## config.mk

```make
export PLATFORM = sky130hd
export DESIGN_NAME = axis_video_pattern_gen
export DESIGN_NICKNAME = d
export VERILOG_FILES = /design/src/rtl/axis_video_pattern_gen.sv
export SDC_FILE = /design/constraint.sdc
export NUM_CORES = 1
export LEC_CHECK = 0
export ABC_AREA = 1
export ABC_CLOCK_PERIOD_IN_PS = 2900
export CORE_ASPECT_RATIO = 0.6
export CORE_MARGIN = 2
export CORE_UTILIZATION = 55
export DETAILED_ROUTE_END_ITERATION = 16
export PLACE_DENSITY = 0.82
export SYNTH_ARGS = -nofsm -noshare
export SYNTH_HDL_FRONTEND = slang
export SYNTH_SLANG_ARGS = --single-unit
```

## constraint.sdc

```tcl
create_clock -name clk -period 2.9 [get_ports clk]
set_input_delay 0.29 -clock clk [delete_from_list [all_inputs] [get_ports clk]]
set_output_delay 0.29 -clock clk [all_outputs]
set_load 0.03 [all_outputs]
```

## src/rtl/axis_video_pattern_gen.sv

```systemverilog
// AXI4-Stream raster test-pattern source: SOF on tuser, EOL on tlast, optional
// horizontal/vertical blanking, four selectable patterns latched per frame.
module axis_video_pattern_gen #(
  parameter int WIDTH       = 1920,
  parameter int HEIGHT      = 1080,
  parameter int DATA_WIDTH  = 24,
  parameter int COORD_WIDTH = 16,
  parameter int HBLANK      = 0,
  parameter int VBLANK      = 0
) (
  input  logic                  clk,
  input  logic                  rst_n,
  input  logic                  enable,
  input  logic [1:0]            pattern_sel,
  output logic [DATA_WIDTH-1:0] m_axis_tdata,
  output logic                  m_axis_tvalid,
  output logic                  m_axis_tlast,
  output logic                  m_axis_tuser,
  input  logic                  m_axis_tready,
  output logic                  frame_done,
  output logic [15:0]           frame_cnt,
  output logic                  busy
);

  typedef enum logic [1:0] {S_IDLE, S_ACTIVE, S_HBLANK, S_VBLANK} state_t;

  localparam logic [COORD_WIDTH-1:0] X_LAST   = COORD_WIDTH'(WIDTH - 1);
  localparam logic [COORD_WIDTH-1:0] Y_LAST   = COORD_WIDTH'(HEIGHT - 1);
  localparam logic [COORD_WIDTH-1:0] BAR_LAST = COORD_WIDTH'(WIDTH / 8 - 1);
  localparam logic [15:0]            HB_LOAD  = (HBLANK > 0) ? 16'(HBLANK - 1) : 16'd0;
  localparam logic [15:0]            VB_LOAD  = (VBLANK > 0) ? 16'(VBLANK - 1) : 16'd0;

  state_t                 state, state_nx;
  logic [COORD_WIDTH-1:0] x, x_nx, y, y_nx, bar_c, barc_nx;
  logic [2:0]             bar_i, bari_nx;
  logic [15:0]            blank_cnt, blank_nx, cnt_nx;
  logic [1:0]             pat, pat_nx;
  logic [7:0]             fc_lat, fclat_nx;
  logic                   present, done_nx, start;
  logic [DATA_WIDTH-1:0]  tdata_nx;
  logic                   tvalid_nx, tuser_nx, tlast_nx, busy_nx;

  function automatic logic [DATA_WIDTH-1:0] pixel(
    input logic [1:0] p, input logic [COORD_WIDTH-1:0] px, input logic [COORD_WIDTH-1:0] py,
    input logic [2:0] bar, input logic [7:0] fc);
    logic [23:0] c;
    case (p)
      2'd0: begin
        case (bar)
          3'd0:    c = 24'hFFFFFF;
          3'd1:    c = 24'hFFFF00;
          3'd2:    c = 24'h00FFFF;
          3'd3:    c = 24'h00FF00;
          3'd4:    c = 24'hFF00FF;
          3'd5:    c = 24'hFF0000;
          3'd6:    c = 24'h0000FF;
          default: c = 24'h000000;
        endcase
      end
      2'd1:    c = {px[7:0], px[7:0], px[7:0]};
      2'd2:    c = (px[4:0] == 5'd0 || py[4:0] == 5'd0 || px == X_LAST || py == Y_LAST)
                   ? 24'hFFFFFF : 24'h000000;
      default: c = {px[7:0], py[7:0], fc};
    endcase
    return DATA_WIDTH'(c);
  endfunction

  wire hs  = m_axis_tvalid && m_axis_tready;
  wire eol = (x == X_LAST);

  always_ff @(posedge clk) begin
    if (!rst_n) begin
      state         <= S_IDLE;
      x             <= '0;
      y             <= '0;
      bar_c         <= '0;
      bar_i         <= '0;
      blank_cnt     <= '0;
      pat           <= '0;
      fc_lat        <= '0;
      m_axis_tdata  <= '0;
      m_axis_tvalid <= 1'b0;
      m_axis_tuser  <= 1'b0;
      m_axis_tlast  <= 1'b0;
      frame_done    <= 1'b0;
      frame_cnt     <= '0;
      busy          <= 1'b0;
    end else begin
      state         <= state_nx;
      x             <= x_nx;
      y             <= y_nx;
      bar_c         <= barc_nx;
      bar_i         <= bari_nx;
      blank_cnt     <= blank_nx;
      pat           <= pat_nx;
      fc_lat        <= fclat_nx;
      m_axis_tdata  <= tdata_nx;
      m_axis_tvalid <= tvalid_nx;
      m_axis_tuser  <= tuser_nx;
      m_axis_tlast  <= tlast_nx;
      frame_done    <= done_nx;
      frame_cnt     <= cnt_nx;
      busy          <= busy_nx;
    end
  end

  // Next-state: 'present' means a fresh pixel at (x_nx, y_nx) is shown next cycle.
  always_comb begin
    state_nx = state;
    x_nx     = x;
    y_nx     = y;
    barc_nx  = bar_c;
    bari_nx  = bar_i;
    blank_nx = blank_cnt;
    pat_nx   = pat;
    fclat_nx = fc_lat;
    cnt_nx   = frame_cnt;
    present  = 1'b0;
    done_nx  = 1'b0;
    start    = 1'b0;
    case (state)
      S_IDLE: start = enable;
      S_ACTIVE: begin
        if (hs) begin
          if (!eol) begin
            x_nx    = x + 1'b1;
            present = 1'b1;
            if (bar_c == BAR_LAST) begin
              barc_nx = '0;
              bari_nx = (bar_i == 3'd7) ? 3'd7 : bar_i + 3'd1;
            end else begin
              barc_nx = bar_c + 1'b1;
            end
          end else if (y != Y_LAST) begin
            x_nx    = '0;
            y_nx    = y + 1'b1;
            barc_nx = '0;
            bari_nx = '0;
            if (HBLANK > 0) begin
              state_nx = S_HBLANK;
              blank_nx = HB_LOAD;
            end else begin
              present = 1'b1;
            end
          end else begin
            done_nx = 1'b1;
            cnt_nx  = frame_cnt + 16'd1;
            if (VBLANK > 0) begin
              state_nx = S_VBLANK;
              blank_nx = VB_LOAD;
            end else if (enable) begin
              start = 1'b1;
            end else begin
              state_nx = S_IDLE;
            end
          end
        end
      end
      S_HBLANK: begin
        if (blank_cnt == 16'd0) begin
          state_nx = S_ACTIVE;
          present  = 1'b1;
        end else begin
          blank_nx = blank_cnt - 16'd1;
        end
      end
      default: begin
        if (blank_cnt == 16'd0) begin
          if (enable) start = 1'b1;
          else        state_nx = S_IDLE;
        end else begin
          blank_nx = blank_cnt - 16'd1;
        end
      end
    endcase
    if (start) begin
      state_nx = S_ACTIVE;
      x_nx     = '0;
      y_nx     = '0;
      barc_nx  = '0;
      bari_nx  = '0;
      pat_nx   = pattern_sel;
      fclat_nx = cnt_nx[7:0];
      present  = 1'b1;
    end
  end

  // Output values registered next edge; a stalled beat simply holds.
  always_comb begin
    tvalid_nx = (state_nx == S_ACTIVE);
    busy_nx   = (state_nx != S_IDLE);
    tdata_nx  = '0;
    tuser_nx  = 1'b0;
    tlast_nx  = 1'b0;
    if (present) begin
      tdata_nx = pixel(pat_nx, x_nx, y_nx, bari_nx, fclat_nx);
      tuser_nx = (x_nx == '0) && (y_nx == '0);
      tlast_nx = (x_nx == X_LAST);
    end else if (tvalid_nx) begin
      tdata_nx = m_axis_tdata;
      tuser_nx = m_axis_tuser;
      tlast_nx = m_axis_tlast;
    end
  end

endmodule

```

==> impl_metrics.json <==
{
  "vias_per_cell": 5.73,
  "drive_above_1_share_pct": 18.6,
  "clkTransAtPathRegs_ns": 0.06,
  "core_area_um2": 12800,
  "ir_worst_vdd_mv": 0.416,
  "slowest_stage": "dfxtp_2",
  "min_period_ns": 2.86,
  "status": "finished, final reports clean",
  "initial_utilization_pct": 56.1,
  "hold_path_class": "reg -> reg",
  "antenna_found_initial": 0,
  "cts_hold_buf": 0,
  "syn_nets": 1131,
  "clock_path_buffers": 2,
  "critPathTopFamily": "simple AND/OR/NAND/NOR gates",
  "htreeDepth": 4,
  "die_w_um": 151,
  "crit_chain": "ha_2 -> nand2_1 -> inv_2 -> nand2_2 -> inv_2 -> nand2_4 -> nor2_8 -> buf_12 -> nand2_2 -> nand3_1 -> nand2_1 -> inv_1 -> nand3_1 -> nor2_1 -> nand2_1 -> nor2_4 -> nor2_4 -> nand2_8 -> nand2_8 -> nand3_1 -> nand2_1 -> a21oi_1",
  "grt_pass1_wl_um": 34700,
  "gp_congestion": 1.00,
  "grt_overflow": 0,
  "syn_inst": 1114,
  "io_pins": 51,
  "worst_clock_skew_ns": 0.0117,
  "std_cell_rows": 32,
  "totalPowerFinal_mw": 5.18,
  "synth-seq-cells": 124,
  "setup_viol": 0,
  "syn_avg_cell_area_um2": 6.43,
  "p_per_area_nw_per_um2": 559,
  "drc": 0,
  "critPathMaxFanout": 12,
  "numClockSinks": 124,
  "root_buffer": "clkbuf_16",
  "fin_area_um2": 9260,
  "synthDistinctLibCells": 50,
  "fill_cells": 941,
  "placed_cell_area_um2": 8290,
  "clk_latency_ns": 0.43,
  "cp.required_ns": 3.25,
  "layout_commonest_cell": "nand2_1",
  "vias": 8135,
  "whs_ns": 0.462,
  "diodes": 0,
  "cp-start-kind": "flop",
  "worst_slack_ns": 0.0403,
  "cpMostUsedCell": "nand2_1",
  "drv_slew": 0,
  "dieHeight_um": 92.4,
  "cts_buffers": 17,
  "drt_iter0_drc": 1084,
  "post-place-ws_ns": -0.0161,
  "synth_edf_count": 0,
  "firstDrtPassIters": 6,
  "tightest_slew_ns": 0.719,
  "grt_use_total_pct": 31.6,
  "port_buffers": 50,
  "crit_buf_inv": 4,
  "slew_headroom_pct": 52.0,
  "leakage_nw": 3.96,
  "synthArstFlopShare_pct": 0,
  "avgRoutedWirePerCell_um": 16.3,
  "endpoint_kind": "flop",
  "hpwl_um": 15300,
  "cts_tree": "done",
  "yosysWarningCount": 0,
  "grt_pass1_vias": 6931,
  "grt_max_degree": 64,
  "layout_common_cells": "nand2_1 (233), nor2_1 (149), inv_1 (136), nand3_1 (124), dfxtp_1 (121)",
  "max_stage_delay_ns": 0.33,
  "ys.flop_type": "dfxtp_1",
  "ant_nets": 0,
  "crit_type": "reg -> reg",
  "finalHoldViolCount": 0,
  "fmax_mhz": 350,
  "synthToLayoutAreaGrowth_pct": 29.2,
  "fin_util_pct": 72.5,
  "max-cap-violations": 0,
  "ys_seq_area_share_pct": 34.6,
  "final_nets": 1254,
  "min_period_over_period_pct": 98.6,
  "die-area_um2": 14000,
  "drt-total-wl_um": 23100,
  "cp.arrival_ns": 3.21,
  "synth_area_um2": 7170
}
-- worst register-to-register path: stages (launching register included) --
cell and delay [ns]:
dfxtp_2 0.33, ha_2 0.18, nand2_1 0.09, inv_2 0.08, nand2_2 0.08, inv_2 0.09
nand2_4 0.10, nor2_8 0.17, buf_12 0.14, nand2_2 0.11, nand3_1 0.12, nand2_1 0.12
inv_1 0.09, nand3_1 0.08, nor2_1 0.16, nand2_1 0.11, nor2_4 0.14, nor2_4 0.06
nand2_8 0.12, nand2_8 0.10, nand3_1 0.10, nand2_1 0.06, a21oi_1 0.15
-- power breakdown --
group	switching, mW	internal (mW)
Clock	0.859	1.18
Sequential	0.0963	1.85
Combinational	0.788	0.411
-- Yosys cell counts (12+ instances only) --
cell	count	share of area, %
clkbuf_1	15	0.79
nand3_1	134	9.4
nor3_1	33	2.3
o21ai_1	12	0.84
dfxtp_1	124	35
inv_1	139	7.3
o21ai_0	40	2.8
nand2_1	240	13
nor2_1	161	8.4
inv_2	20	1.0
a21oi_1	57	4.0
nand4_1	20	1.7
-- area by class of cell --
class / instances / area [um^2] / share of cell area [%]
Multi-Input combinational cell: 799 / 4200 / 45.4
Sequential cell: 124 / 2490 / 26.9
Timing Repair Buffer: 135 / 1200 / 12.9
Inverter: 160 / 608 / 6.57
Clock buffer: 18 / 429 / 4.64
Tap cell: 170 / 213 / 2.30
Clock inverter: 14 / 124 / 1.34
-- sequential cells by signal, summed over array words and instances, names as in the netlist --
signal / cells
bar_c: 16
y: 16
fc_lat: 8
bar_i: 3
busy: 1
m_axis_tlast: 1
pat: 2
frame_done: 1
m_axis_tuser: 1
blank_cnt: 16
x: 16
m_axis_tvalid: 1
frame_cnt: 16
state: 2
m_axis_tdata: 24
-- cell families after synthesis --
family	count (synthesis)	synth area share [%]
multiplexers	1	0.140
AND/OR/NAND/NOR	641	40.5
AO/OA/AOI/OAI	135	10.7
XOR/XNOR	8	0.978
buffers and inverters	194	11.1
adder cells (fa/ha/maj)	11	1.92
flip-flops	124	34.6
-- metrics by stage --
stage	instances	TNS (ns)
finish	1420	0
global route	1420	-1.45
CTS	1408	0
detailed placement	1375	-0.0669
global placement	1375	0
floorplan	1114	0
-- per-layer routing --
| metal | wire (um) | share of wire [%] | vias up | GRT usage, % |
|---|---|---|---|---|
| met5 | 0 | 0 | - | 0 |
| met3 | 3080 | 13 | 54 | 8.82 |
| met1 | 10100 | 44 | 3673 | 48.1 |
| met2 | 9460 | 41 | 562 | 43.7 |
| li1 | - | - | 3846 | - |
| met4 | 435 | 1.9 | 0 | 7.63 |
-- worst paths after layout --
kind         depth (start not counted)                      endpoint                      start  slack (ns)
max reg2reg                         22  m_axis_tdata[9]$_SDFFE_PN0P_            x[0]$_SDFF_PN0_        0.04
min                                  2     blank_cnt[9]$_SDFFE_PN0P_  blank_cnt[9]$_SDFFE_PN0P_        0.46
min reg2reg                          2     blank_cnt[9]$_SDFFE_PN0P_  blank_cnt[9]$_SDFFE_PN0P_        0.46
max                                 22  m_axis_tdata[9]$_SDFFE_PN0P_            x[0]$_SDFF_PN0_        0.04
-- what timing repair did --
| action | in CTS | in global routing |
|---|---|---|
| pin swaps | 2 | 18 |
| cloned | 0 | 3 |
| buffers inserted | 1 | 9 |
| resized for setup | 1 | 71 |
| endpoints found under the setup margin | 2 | 33 |
No activity file was read; power rests on OpenSTA's default activity.
